<file path="src/rtl/serial_loader.sv">
// serial_loader: assembles a length-prefixed, XOR-checksummed byte stream into big-endian words and writes them to memory
//   clk, rst          clock, asynchronous active-high reset
//   rx_rd, rx_data    one-cycle byte strobe and byte from the UART receiver
//   start             re-arms the loader from DONE or ERR
//   mem_addr/wdata/we word write request, held until mem_ack
//   busy, done, err   frame in progress / loaded and verified / checksum mismatch or overrun
module serial_loader #(
    parameter int                ADDR_W    = 16,
    parameter logic [ADDR_W-1:0] BASE_ADDR = '0
) (
    input  logic              clk,
    input  logic              rst,
    input  logic              rx_rd,
    input  logic [7:0]        rx_data,
    input  logic              start,
    output logic [ADDR_W-1:0] mem_addr,
    output logic [31:0]       mem_wdata,
    output logic              mem_we,
    input  logic              mem_ack,
    output logic              busy,
    output logic              done,
    output logic              err
);
    typedef enum logic [2:0] {HDR, DATA, WRITE, CSUM, DONE, ERR} state_t;
    state_t            state_q;
    logic [31:0]       count_q;
    logic [31:0]       word_q;
    logic [7:0]        csum_q;
    logic [1:0]        idx_q;
    logic [ADDR_W-1:0] addr_q;
    logic              we_q;
    logic              busy_q;
    logic              done_q;
    logic              err_q;
    always_ff @(posedge clk or posedge rst) begin
        if (rst) begin
            state_q <= HDR;
            count_q <= '0;
            word_q  <= '0;
            csum_q  <= '0;
            idx_q   <= '0;
            addr_q  <= BASE_ADDR;
            we_q    <= 1'b0;
            busy_q  <= 1'b0;
            done_q  <= 1'b0;
            err_q   <= 1'b0;
        end else begin
            case (state_q)
                HDR: if (rx_rd) begin
                    count_q <= {count_q[23:0], rx_data};
                    idx_q   <= idx_q + 2'd1;
                    busy_q  <= 1'b1;
                    if (idx_q == 2'd3)
                        state_q <= ({count_q[23:0], rx_data} == 32'd0) ? CSUM : DATA;
                end
                DATA: if (rx_rd) begin
                    word_q <= {word_q[23:0], rx_data};
                    csum_q <= csum_q ^ rx_data;
                    idx_q  <= idx_q + 2'd1;
                    if (idx_q == 2'd3) begin
                        state_q <= WRITE;
                        we_q    <= 1'b1;
                    end
                end
                WRITE: begin
                    if (mem_ack) begin
                        we_q    <= 1'b0;
                        addr_q  <= addr_q + ADDR_W'(1);
                        count_q <= count_q - 32'd1;
                    end
                    // a byte arriving while a write is pending is lost: overrun
                    if (rx_rd) begin
                        we_q    <= 1'b0;
                        busy_q  <= 1'b0;
                        err_q   <= 1'b1;
                        state_q <= ERR;
                    end else if (mem_ack) begin
                        state_q <= (count_q == 32'd1) ? CSUM : DATA;
                    end
                end
                CSUM: if (rx_rd) begin
                    busy_q  <= 1'b0;
                    done_q  <= rx_data == csum_q;
                    err_q   <= rx_data != csum_q;
                    state_q <= (rx_data == csum_q) ? DONE : ERR;
                end
                default: if (start) begin
                    state_q <= HDR;
                    count_q <= '0;
                    csum_q  <= '0;
                    idx_q   <= '0;
                    addr_q  <= BASE_ADDR;
                    done_q  <= 1'b0;
                    err_q   <= 1'b0;
                end
            endcase
        end
    end
    assign mem_addr  = addr_q;
    assign mem_wdata = word_q;
    assign mem_we    = we_q;
    assign busy      = busy_q;
    assign done      = done_q;
    assign err       = err_q;
endmodule

</file>
<file path="config.mk">
export PLATFORM = sky130hd
export DESIGN_NAME = serial_loader
export DESIGN_NICKNAME = d
export VERILOG_FILES = /design/src/rtl/serial_loader.sv
export SDC_FILE = /design/constraint.sdc
export NUM_CORES = 1
export LEC_CHECK = 0
export ABC_AREA = 1
export CAP_MARGIN = 0
export CELL_PAD_IN_SITES_DETAIL_PLACEMENT = 0
export CELL_PAD_IN_SITES_GLOBAL_PLACEMENT = 2
export CORE_MARGIN = 4
export CORE_UTILIZATION = 30
export DETAILED_ROUTE_END_ITERATION = 10
export GPL_TIMING_DRIVEN = 0
export PLACE_DENSITY_LB_ADDON = 0.1
export SETUP_SLACK_MARGIN = 0.3
export SYNTH_ARGS = -nofsm -noshare
export SYNTH_HDL_FRONTEND = slang
export SYNTH_SLANG_ARGS = --single-unit
</file>
<file path="constraint.sdc">
create_clock -name clk -period 3.65 [get_ports clk]
set_input_delay 0.73 -clock clk [delete_from_list [all_inputs] [get_ports clk]]
set_output_delay 0.73 -clock clk [all_outputs]
set_load 0.005 [all_outputs]
</file>
; Word-level counts from Yosys, hierarchy flattened
; Cells that the tools add are included.
[word_totals]
inputBits = 13
ff_bits = 97
[op_classes]
n_eq_ne = 17
n_addsub = 3
reduce_logical = 27
mux = 38
bitwise = 7
[op_table]
columns = op, n
row1 = 2-to-1 mux 32 bit, 3
row2 = one-hot mux 32 bit (3 select lines), 1
row3 = "== test 32 x 1 -> 1 bit, second input constant", 1
row4 = logical NOT 32 bit, 1
row5 = 2-to-1 mux 16 bit, 2
row6 = one-hot mux 16 bit (2 select lines), 1
row7 = "subtractor 32 x 1 -> 32 bit, second input constant", 1
row8 = 2-to-1 mux 3 bit, 8
row9 = "adder 16 x 1 -> 16 bit, second input constant", 1
row10 = 2-to-1 mux 8 bit, 2
row11 = one-hot mux 8 bit (2 select lines), 1
row12 = AND reduction 3 bit, 5
row13 = "inequality test 2 bit, second input constant", 7
row14 = one-hot mux 3 bit (4 select lines), 1
row15 = AND reduction 4 bit, 3
row16 = nonzero test 2 bit, 6
row17 = 2-to-1 mux 1 bit, 10
row18 = OR reduction 3 bit, 3
row19 = == test 8 bit, 1
row20 = 2-to-1 mux 2 bit, 4
row21 = inequality test 8 bit, 1
row22 = bitwise XOR 8 bit, 1
row23 = AND reduction 7 bit, 1
row24 = "== test 3 x 2 -> 1 bit, second input constant", 2
row25 = other kinds (14), 25

; Longest topological paths before layout
; Gate-level depths: netlist of run 1.
[depth]
depth_word = 5
mapped_depth = 11
ltp_nobuf = 11

; Worst setup path before layout of run 1
; Ideal clock, no wire load.
[synth_timing]
path_type = input port to flip-flop
start = input port rx_rd
end = register count_q[15]
required_ns = 3.524
arrival_ns = 1.528
setup_slack_ns = 1.996
setup_ns = 0.126
stages = 8
cell_sequence = buf_2 -> nand2_2 -> nand2_1 -> nand2_2 -> buf_6 -> buf_6 -> a21oi_1 -> a21oi_1
[synth_between]
elab_chain_cells = 2
[synth_rtl]
columns = item, line
row1 = start: declaration, 13  ; input logic rx_rd,
row2 = inequality test 2 bit (no source line), --
row3 = AND reduction 4 bit (no source line), --
row4 = end signal: assignment, 50  ; count_q <= {count_q[23:0], rx_data};
row5 = end signal: assignment, 69  ; count_q <= count_q - 32'd1;
row6 = end: declaration, 26  ; logic [31:0] count_q;
; Every way passes these cells.
; A chain may end at the register's enable or synchronous reset.

; Final worst setup path of run 1
[layout_timing]
start = register count_q[0]
end = register count_q[24]
[layout_between]
elab_chain_cells = 3
[layout_rtl]
columns = item, line
row1 = subtractor 32 x 1 -> 32 bit, 69
row2 = 2-to-1 mux 32 bit, 66  ; if (mem_ack) begin
row3 = one-hot mux 32 bit (3 select lines), 48  ; case (state_q)
; Every way passes these cells. The select of a mux whose other input is x is not followed.

==> results of run 1 <==
## metal layers
metal,GRT usage (%),vias to the layer above
met5,0,-
met4,4.01,0
met3,2.68,13
met2,29.9,101
met1,24.4,2529
li1,-,2642
## path summary, 6_finish.rpt
path	from	to	slack, ns	cells after the start
worst max register to register	count_q[0]$_DFFE_PP0P_	count_q[24]$_DFFE_PP0P_	1.34	9
max in group asynchronous	rst	done$_DFFE_PP0P_	2.11	3
min in group asynchronous	rst	csum_q[2]$_DFFE_PP0P_	0.83	2
worst min-delay path	mem_wdata[30]$_DFFE_PP0P_	mem_wdata[30]$_DFFE_PP0P_	0.51	1
worst min register to register	mem_wdata[30]$_DFFE_PP0P_	mem_wdata[30]$_DFFE_PP0P_	0.51	1
worst max-delay path	count_q[0]$_DFFE_PP0P_	count_q[24]$_DFFE_PP0P_	1.34	9
## flip-flops by register name, indices dropped and copies added, names as in the netlist
register   cells
count_q       32
mem_wdata     32
mem_addr      16
csum_q         8
state_q        3
idx_q          2
busy           1
done           1
err            1
mem_we         1
## cells in the final DEF (no fill, tap or decap), types with 4 or more instances in the layout
cell             netlist  layout
xnor2_1                7       7
clkbuf_16              0       9
o22ai_1                5       5
clkdlybuf4s50_1        0      63
buf_2                  7       7
xor2_1                 4       4
inv_1                 83      82
nor2_2                 4       4
o21bai_1               4       4
dfrtp_1               97      97
a21oi_2                6       6
nand2_2                7       7
inv_2                  4       4
o21ai_0               68      68
a21oi_1               58      58
ha_1                   4       4
clkbuf_1               7       7
nand3_1               53      53
nand4_1               21      21
mux2_4                 6       6
nor2_1               128     128
buf_6                  4       4
nor3_1                12      12
nand2_1              152     152
## area by class of cell
cell class | instances | share of cell area [%]
multi-input cells | 551 | 39.0
flip-flops and latches | 97 | 35.6
repair buffers | 64 | 9.64
inverters | 87 | 4.82
well taps | 229 | 4.20
clock buffers | 9 | 3.30
plain buffers | 25 | 2.13
clock inverters | 7 | 1.36
## kinds of logic (layout without fill, tap and decap cells)
group / count (synthesis) / in the layout / synth area share, %
AO/OA/AOI/OAI: 145 / 145 / 14.0
XOR/XNOR: 11 / 11 / 1.73
adder cells (fa/ha/maj): 4 / 4 / 0.900
buffers and inverters: 112 / 192 / 8.49
flip-flops: 97 / 97 / 43.7
multiplexers: 8 / 8 / 2.03
AND/OR/NAND/NOR: 383 / 383 / 29.2
## per-stage QoR
step	power, mW	hold WS (ns)	setup WS [ns]
finish	5.65	0.508	1.34
floorplan	3.51	0.474	0.386
detailed placement	4.68	0.494	1.25
global placement	4.62	0.486	-1.49
global route	6.11	0.533	1.16
CTS	5.73	0.512	1.35
## power by group through the flow
stage | Combinational (mW) | Clock (mW) | Sequential [mW]
2_1_floorplan | 1.68 | 0 | 1.84
5_1_grt | 3.01 | 1.10 | 2.00
3_3_place_gp | 2.69 | 0 | 1.93
4_1_cts | 2.73 | 1.07 | 1.94
3_5_place_dp | 2.72 | 0 | 1.95
6_report | 2.68 | 1.04 | 1.93
## critical path, cell delays in order, from the launching register on
cell and delay [ns]:
dfrtp_1 0.40, inv_1 0.17, ha_1 0.33, nand2_1 0.23, nor2_1 0.44, nand2_1 0.20
nor2_1 0.23, nand2_1 0.07, nand3_1 0.07, a21oi_1 0.06
==> flow_summary.json, run 1 <==
{
  "synth_edf_count": 0,
  "fin_cells": 1069,
  "period_share_pct": 63.4,
  "antenna_found_initial": 0,
  "crit_type": "reg2reg",
  "min-delay-path-class": "reg2reg",
  "clock_latency_ns": 0.35,
  "slew_viol_final": 0,
  "synth.most_common_cell": "nand2_1",
  "first_pass_iters": 6,
  "synth_warnings": 0,
  "final.setup.tns_ns": 0,
  "ant_nets": 0,
  "async_reset_ff_share_pct": 100,
  "dieArea_um2": 20800,
  "drc": 0,
  "relSlewSlack_pct": 48.3,
  "utilization_pct": 37.7,
  "clockBufferDepth": 2,
  "drv_cap": 0,
  "yosys_register_bits": 97,
  "clock.fmax_mhz": 432,
  "ir_drop_v": 0.000271,
  "num_rows": 49,
  "synth_flop_cell": "dfrtp_1",
  "netlist_top_cells_count": "nand2_1 (152), nor2_1 (128), dfrtp_1 (97)",
  "overflow": 0,
  "arrival_ns": 2.55,
  "crit_path_max_fanout": 6,
  "leakagePower_nw": 3.06,
  "wl_met3_um": 559,
  "avgSynthCellArea_um2": 7.31,
  "drive_gt1_share_pct": 7.86,
  "gp_congestion": 0.838,
  "synth_cell_types": 35,
  "status": "finished, final reports clean",
  "portBuffers": 63,
  "grt_max_degree": 52,
  "die_y_um": 144,
  "ff_latch_area_um2": 2430,
  "fin_skew_ns": 0.00637,
  "crit_path_end_kind": "register",
  "n_fill_cell": 1875,
  "met2_length_mm": 8.73,
  "track_usage_pct": 17.8,
  "fp.dieW_um": 144,
  "worst-slew-pin-transition_ns": 0.776,
  "clkPwrFrac_pct": 18.3,
  "coreArea_um2": 18100,
  "clk_pin_slew_ns": 0.07,
  "rsz0062_at_grt": "false",
  "seqPwrFrac_pct": 34.2,
  "p_per_area_nw_per_um2": 828,
  "area_growth_pct": 22.8,
  "clock-sinks": 97,
  "placed_cell_area_um2": 6510,
  "multi_input_area_um2": 2660,
  "switchingPower_mw": 2.53,
  "vias_per_cell": 4.94,
  "grt_pass1_vias": 5081,
  "final_cell_area_um2": 6820,
  "wl_per_cell_um": 16.9,
  "first_iter_violations": 341,
  "netlist.area_leader.share_pct": 43.7,
  "cts_htree_levels": 3,
  "dp_hpwl_mm": 13.6,
  "grt_pass1_wl_mm": 28.6,
  "final-setup-viol-count": 0,
  "min_period_ns": 2.31,
  "synth-seq-area-share_pct": 43.7,
  "syn_inst": 760,
  "wl_met1_mm": 8.67,
  "yosys.area.top_type": "dfrtp_1",
  "hold_viol_final": 0,
  "clockRootBuffer": "clkbuf_16",
  "topRoutingLayerUsed": "met4",
  "dp.cells": 1053,
  "holdBufCountCts": 0,
  "cts_setup_buffers": 0,
  "required_ns": 3.89,
  "worstSetupStartpointType": "register",
  "syn_nets": 777,
  "synth_area_um2": 5560,
  "pin_count": 65,
  "diodes": 0,
  "cts_buffers": 9,
  "initial_utilization_pct": 30.7,
  "cts_tree": "done",
  "routed_wl_mm": 18.1,
  "intPower_mw": 3.12,
  "pwr-share-comb_pct": 47.5,
  "final_nets": 852,
  "swShare_pct": 44.8,
  "synth_area_leaders": "dfrtp_1 (44%), nand2_1 (10%), nor2_1 (8.6%)",
  "ctsResizeCount": 0,
  "vias": 5285
}
Power figures use the tool's default switching activity.
==> run 2: changes to the inputs <==
==> constraint.sdc (replaced) <==
create_clock -name clk -period 2.24 [get_ports clk]
set_input_delay 0.448 -clock clk [delete_from_list [all_inputs] [get_ports clk]]
set_output_delay 0.448 -clock clk [all_outputs]
set_load 0.005 [all_outputs]
==> flow_summary.json, run 2 (synthesis gave the netlist of run 1 again) <==
{
  "status": "finished, final reports clean",
  "placed_cell_area_um2": 6520,
  "wl_per_cell_um": 17.1,
  "wl_met3_um": 536,
  "min_period_ns": 1.85,
  "total_power_mw": 9.38,
  "first_iter_violations": 255,
  "dp_slack_ns": -0.0713,
  "crit_type": "reg2reg",
  "min-delay-path-class": "in2reg",
  "drive_gt1_share_pct": 9.73,
  "final.setup.tns_ns": 0,
  "routed_wl_mm": 18.3,
  "overflow": 0,
  "first_pass_iters": 5,
  "rsz0062_at_grt": "true",
  "worst-slew-pin-transition_ns": 0.679,
  "final_common_cell": "nand2_1",
  "dp_hpwl_mm": 13.7,
  "grt_max_degree": 40,
  "leakagePower_nw": 3.08,
  "p_per_area_nw_per_um2": 1360,
  "final_cell_area_um2": 6910,
  "holdBufCountCts": 0,
  "vias": 5299,
  "track_usage_pct": 18.4,
  "dieArea_um2": 20800,
  "diodes": 0,
  "clock.fmax_mhz": 541,
  "final_cell_mix": "nand2_1 (151), nor2_1 (125), dfrtp_1 (95)",
  "cts_htree_levels": 3,
  "relSlewSlack_pct": 54.6,
  "antenna_found_initial": 0,
  "area_growth_pct": 24.3,
  "worstSetupStartpointType": "register",
  "initial_utilization_pct": 30.7,
  "drc": 0,
  "topRoutingLayerUsed": "met4",
  "required_ns": 2.47,
  "crit_path_max_fanout": 10,
  "die_y_um": 144,
  "ff_latch_area_um2": 2430,
  "pin_count": 65,
  "gp_congestion": 0.840,
  "clock_latency_ns": 0.36,
  "fp.dieW_um": 144,
  "num_rows": 49,
  "clk_pin_slew_ns": 0.08,
  "multi_input_area_um2": 2700,
  "clock-sinks": 97,
  "clockBufferDepth": 2,
  "wl_met1_mm": 8.78,
  "met2_length_mm": 8.69,
  "slew_viol_final": 0,
  "period_share_pct": 82.6,
  "grt_pass1_vias": 5238,
  "cts_tree": "done",
  "ir_drop_v": 0.000626,
  "final-setup-viol-count": 0,
  "portBuffers": 63,
  "clockRootBuffer": "clkbuf_16",
  "hold_viol_final": 0,
  "crit_path_end_kind": "register",
  "ant_nets": 0,
  "arrival_ns": 2.08,
  "worst_slack_ns": 0.391,
  "cts_buffers": 9,
  "coreArea_um2": 18100,
  "fin_skew_ns": 0.0113,
  "vias_per_cell": 4.94,
  "drv_cap": 0,
  "final_nets": 855,
  "grt_pass1_wl_mm": 29.4,
  "utilization_pct": 38.2,
  "n_fill_cell": 1887
}
-- run 2: changes by cell type in the layout (fill, tap and decap cells not counted), moves of 2 or more --
cell	change
clkbuf_1	-3
clkbuf_2	+3
nor2_1	-3
buf_12	+2
clkinvlp_4	+2
dfrtp_1	-2
dfrtp_2	+2
nor2_4	+2
-- run 2: final cells by class --
cell class	count	area share [%]
Buffer	25	2.26
Clock buffer	9	3.26
Clock inverter	7	1.36
Inverter	87	4.85
Multi-Input combinational cell	551	39.0
Sequential cell	97	35.2
Tap cell	229	4.15
Timing Repair Buffer	67	9.92
-- run 2: layer usage --
layer	up-vias	track usage, %
li1	2635	-
met1	2556	24.9
met5	-	0
met4	0	4.66
met3	15	3.21
met2	93	30.5
-- run 2: path summary, 6_finish.rpt --
kind                       slack, ns  cells after the start                 startpoint                        end
max                             0.39                      9     state_q[2]$_DFFE_PP0P_    count_q[19]$_DFFE_PP0P_
min                             0.47                      3                      rx_rd      csum_q[0]$_DFFE_PP0P_
min in group asynchronous       0.54                      2                        rst      csum_q[2]$_DFFE_PP0P_
max in group asynchronous       1.08                      3                        rst            err$_DFFE_PP0P_
max reg2reg                     0.39                      9     state_q[2]$_DFFE_PP0P_    count_q[19]$_DFFE_PP0P_
min reg2reg                     0.51                      1  mem_wdata[30]$_DFFE_PP0P_  mem_wdata[30]$_DFFE_PP0P_
-- run 2: where the power goes --
| part | internal, mW | total, mW | switching, mW |
|---|---|---|---|
| Clock | 0.902 | 1.71 | 0.804 |
| Combinational | 1.83 | 4.51 | 2.69 |
| Sequential | 2.44 | 3.16 | 0.726 |
-- run 2: timing repair --
action	4_1_cts	5_1_grt
endpoints found under the setup margin	13	43
resized for setup	7	16
pin swaps	0	2
buffers inserted	0	2
-- run 2: metrics by stage --
step | hold slack [ns] | instances
after floorplan | 0.474 | 760
after global placement | 0.487 | 1052
after detailed placement | 0.493 | 1054
after CTS | 0.464 | 1070
after global routing | 0.469 | 1072
final | 0.466 | 1072
-- run 2: critical path, cell delays in order (launching register included) --
cell	delay, ns
dfrtp_2	0.46
nor2_2	0.15
nand2_2	0.16
nand2_2	0.13
nand2_2	0.06
nand2_1	0.07
nand2_2	0.08
buf_2	0.23
a21oi_1	0.28
a21oi_1	0.11
==> variant 1 (flow settings as in run 2) <==
Set the parameter `ADDR_W` to 17 (it was 16).
--- a/src/rtl/serial_loader.sv
+++ b/src/rtl/serial_loader.sv
@@ -5,7 +5,7 @@
 //   mem_addr/wdata/we word write request, held until mem_ack
 //   busy, done, err   frame in progress / loaded and verified / checksum mismatch or overrun
 module serial_loader #(
-    parameter int                ADDR_W    = 16,
+    parameter int                ADDR_W    = 17,
     parameter logic [ADDR_W-1:0] BASE_ADDR = '0
 ) (
     input  logic              clk,
Interface: changed (resized mem_addr); port bits go from 65 to 66. No check against the original RTL was run, so the function may have changed too.
==> variant 1 against run 2 <==
- worst setup slack lost 0.0035 ns
- non-clock buffer count is the same
- design area grew 1.3%
- area after synthesis grew 1.6%
- synthesized cell count grew 1.1%
- sequential cell count grew 1
- highest routed layer unchanged
- clock power is essentially flat
- clock skew shrank 0.0026 ns
- critical path type unchanged
- total power grew 1.4%
- routed wire length shrank 0.70%
==> variant 1: results <==
{
  "grt_start_max_net_pins": 42,
  "status": "complete, no violations",
  "fin_nets": 864,
  "ys_async_sr_fraction": 1.00,
  "antennaDiodeCount": 0,
  "r2r_cells": 9,
  "muxShareOfSynthArea": 0.0159,
  "cts-root-buf": "clkbuf_16",
  "synth_xor_area_frac": 0.0171,
  "dr.max_layer_used": "met4",
  "fillCellCount": 1910,
  "worst_ep_arrival_time_ns": 2.09,
  "grt_pass1_wl_mm": 29.1,
  "min_path_type": "in -> async",
  "slowest_stage": "dfrtp_2",
  "reg2reg_slack_ns": 0.39,
  "synth.avg_cell_area_um2": 7.36,
  "ys_seq_area_frac": 0.434,
  "syn-num-nets": 785,
  "synthTopCellsByArea": "dfrtp_1 43%, nand2_1 10%, nor2_1 8.6%",
  "drive_gt1_frac": 0.102,
  "clock_latency_ns": 0.36,
  "r2r_end": "count_q[17]$_DFFE_PP0P_",
  "synth_compound_area_frac": 0.136,
  "grt_usage": 0.173,
  "cts_made_buffers": 9,
  "synth_cell_types": 39,
  "place_congestion": 0.874,
  "crit_fanout": 10,
  "fmax_mhz": 540,
  "synthFlopType": "dfrtp_1",
  "ys_warn_count": 0,
  "wl_met2_mm": 8.26,
  "place_ws_ns": 0.108,
  "leakagePower_uw": 0.00309,
  "clkSlewWorstSetupHoldPaths_ns": 0.08,
  "final-instance-count-excl-fill": 1081,
  "post-dp-hpwl_mm": 13.7,
  "drt-initial-drc-count": 357,
  "drt_wl_total_mm": 18.2,
  "met1Wirelength_mm": 8.84,
  "antenna_found_initial": 0,
  "portBuffers": 65,
  "tightest_slew_ns": 0.722,
  "reg2reg_from": "state_q[2]$_DFFE_PP0P_",
  "yosys.area_share.adder": 0.00886,
  "clock_skew_ns": 0.00864,
  "h-tree-depth": 3,
  "dr_total_vias": 5427,
  "slowest_delay_ns": 0.48,
  "vdd_ir_drop_max_mv": 0.518,
  "grt_pass1_vias": 5302,
  "cts_buffer_depth": 2,
  "met3_length_um": 650,
  "firstDrtPassIters": 6,
  "synth_commonest_cells": "151 x nand2_1, 129 x nor2_1, 98 x dfrtp_1, 82 x inv_1, 72 x o21ai_0"
}
-- variant 1: cell count changes in the layout (fill, tap and decap cells not counted), moves of 3 or more --
cell,delta
a21oi_1,-16
nand3_1,+11
mux2_2,+6
mux2_4,-6
o21ai_1,+6
a21oi_2,+4
clkbuf_1,+4
o21ai_0,+4
buf_2,-3
nand2_2,-3
-- variant 1: cell type report --
cell class,count,share of cell area
Clock inverter,6,0.0120
Tap cell,229,0.0409
Inverter,87,0.0479
Clock buffer,10,0.0341
Timing Repair Buffer,68,0.0997
Sequential cell,98,0.350
Buffer,24,0.0211
Multi-Input combinational cell,559,0.394
-- variant 1: logic make-up after synthesis --
logic type,after synthesis
buffers and inverters,111
adders and majority gates,4
xor gates and xnor gates,11
and+or+nand+nor,395
DFF,98
muxes,8
AOI/OAI and AO/OA,141
-- variant 1: timing repair --
item,4_1_cts,5_1_grt
endpoints found under the setup margin,28,45
buffers inserted,0,1
gates resized for setup,8,9
pin swaps,1,1
endpoints found under the hold margin,0,0
-- variant 1: layer usage --
layer	GRT usage	vias up
li1	-	2671
met1	0.242	2605
met2	0.275	124
met3	0.0231	27
met4	0.0589	0
met5	0	-
-- variant 1: stage by stage --
stage	hold WS, ns	setup TNS, ns	instance area [µm²]	power (µW)	utilization
floorplan	0.476	0	5650	5910	-
global placement	0.472	-60.85	6590	7730	0.361
detailed placement	0.480	0	6630	7780	0.363
CTS	0.506	0	6970	9570	0.382
global route	0.526	0	7000	10300	0.383
finish	0.506	0	7000	9510	0.383
-- variant 1: power breakdown --
part / total, µW / internal, µW / switching, µW
sequential: 3180 / 2470 / 713
clock: 1710 / 924 / 782
combinational: 4620 / 1840 / 2780
-- variant 1: critical path: cells and delay by family (launching register included) --
kind / cells / cell delay, ns
AO/OA/AOI/OAI: 2 / 0.29
buffers and inverters: 2 / 0.33
AND/OR/NAND/NOR: 5 / 0.63
flip-flops: 1 / 0.48
-- variant 1: worst max path at each step --
stage | from | to | depth (start not counted)
after global placement | rst | mem_addr[6]$_DFFE_PP0P_ | 2
after CTS | count_q[0]$_DFFE_PP0P_ | count_q[26]$_DFFE_PP0P_ | 10
final | state_q[2]$_DFFE_PP0P_ | count_q[17]$_DFFE_PP0P_ | 9
after floorplan | rst | busy$_DFFE_PP0P_ | 1
after global routing | state_q[2]$_DFFE_PP0P_ | mem_addr[8]$_DFFE_PP0P_ | 10
after detailed placement | rx_rd | mem_wdata[24]$_DFFE_PP0P_ | 4
==> variant 2 (settings of run 2) <==
Without the edit above. Re-encode `state_t` (6 states) as one-hot, 6 bits wide.
--- a/src/rtl/serial_loader.sv
+++ b/src/rtl/serial_loader.sv
@@ -21,7 +21,7 @@
     output logic              done,
     output logic              err
 );
-    typedef enum logic [2:0] {HDR, DATA, WRITE, CSUM, DONE, ERR} state_t;
+    typedef enum logic [5:0] {HDR = 6'b000001, DATA = 6'b000010, WRITE = 6'b000100, CSUM = 6'b001000, DONE = 6'b010000, ERR = 6'b100000} state_t;
     state_t            state_q;
     logic [31:0]       count_q;
     logic [31:0]       word_q;
Function: no difference found for any inputs over 10 cycles, from zero or initial values and one cycle with rst high; not proved beyond that.
==> variant 2 against run 2 <==
- routed wire length grew 2.9%
- area after synthesis grew 3.4%
- via count increased by 7.0%
- worst setup slack gained 0.014 ns
- design area increased by 4.0%
- global-route usage fell by 0.73 points
- sequential cell count grew 3
- total power increased by 8.4%
- sequential share of layout area decreased by 0.32 points
- largest power group unchanged
- highest routed layer unchanged
==> variant 2: results <==
{
  "status": "complete, no violations",
  "slowest_stage": "clkdlybuf4s50_1",
  "grt_usage": 0.177,
  "ys_seq_area_frac": 0.436,
  "drive_gt1_frac": 0.0855,
  "slowest_delay_ns": 0.56,
  "slew_headroom": 0.526,
  "p_per_area_mw_per_mm2": 1410,
  "place_area_mm2": 0.00674,
  "place_ws_ns": -0.233,
  "clock_skew_ns": 0.00819,
  "synth_commonest_cells": "246 x nand2_1, 140 x nor2_1, 99 x dfrtp_1, 76 x inv_1, 74 x o21ai_0",
  "firstDrtPassIters": 4,
  "vdd_ir_drop_max_mv": 0.420,
  "place_congestion": 0.826,
  "wl_per_cell_um": 16.4,
  "portBuffers": 64,
  "routed_via_density": 4.95,
  "leakagePower_uw": 0.00328,
  "crit_fanout": 6,
  "synth_cell_types": 34,
  "startpoint": "mem_addr[9]$_DFFE_PP0P_",
  "reg2reg_from": "count_q[0]$_DFFE_PP0P_",
  "fillCellCount": 2026,
  "syn-num-nets": 840,
  "synthTopCellsByArea": "dfrtp_1 43%, nand2_1 16%, nor2_1 9.1%",
  "fin_nets": 926,
  "post-dp-hpwl_mm": 14.1,
  "drt-initial-drc-count": 330,
  "grt_pass1_vias": 5489,
  "min_path_type": "in -> async"
}
[variant 2: timing repair]
action | 4_1_cts | 5_1_grt
gates resized for setup | 8 | 33
pin swaps | 1 | 2
buffers inserted | 3 | 5
hold endpoints to repair | 0 | 0
endpoints found under the setup margin | 67 | 62
[variant 2: cells by family (layout without fill, tap and decap cells)]
group	after synthesis	in the layout	share of synthesized area
flip-flops	100	100	0.436
XOR/XNOR	11	11	0.0168
AND/OR/NAND/NOR	477	477	0.346
adder cells (fa/ha/maj)	4	4	0.00871
AO/OA/AOI/OAI	125	125	0.117
buffers and inverters	106	195	0.0767
[variant 2: worst paths after layout]
| path | endpoint | cells past startpoint | slack, ns |
|---|---|---|---|
| setup / recovery | mem_addr[9] | 1 | 0.40 |
| hold / removal | mem_addr[1]$_DFFE_PP0P_ | 2 | 0.42 |
| setup reg to reg | count_q[22]$_DFFE_PP0P_ | 10 | 0.43 |
| hold reg to reg | mem_wdata[24]$_DFFE_PP0P_ | 2 | 0.49 |
| max in group asynchronous | count_q[29]$_DFFE_PP0P_ | 4 | 1.10 |
| min in group clk | mem_wdata[24]$_DFFE_PP0P_ | 2 | 0.49 |
[variant 2: stage by stage]
stage | total power (µW) | hold slack [ns] | std cells
2_1_floorplan | 6310 | 0.457 | 823
3_3_place_gp | 8330 | 0.468 | 1121
3_5_place_dp | 8380 | 0.480 | 1124
4_1_cts | 10000 | 0.414 | 1141
5_1_grt | 11100 | 0.421 | 1146
6_report | 10200 | 0.419 | 1146
[variant 2: layout make-up]
type | count | area share
timing repair buffer | 75 | 0.106
inverter | 81 | 0.0439
multi-input combinational | 617 | 0.401
buffer | 25 | 0.0226
tap | 234 | 0.0407
sequential | 100 | 0.348
clock buffer | 13 | 0.0362
clock inverter | 1 | 0.00122
[variant 2: report_power, final]
group	switching [µW]	internal (µW)	leakage, µW
sequential	606	2430	0.00132
combinational	3660	1980	0.00183
clock	688	807	0.000132
total	4960	5220	0.00328
[variant 2: routing by layer]
metal  track usage  vias to the layer above  routed length [µm]
met2         0.278                      144                8620
met5             0                        -                   0
li1              -                     2816                   -
met3        0.0279                       23                 813
met4        0.0569                        0                 352
met1         0.250                     2685                9020
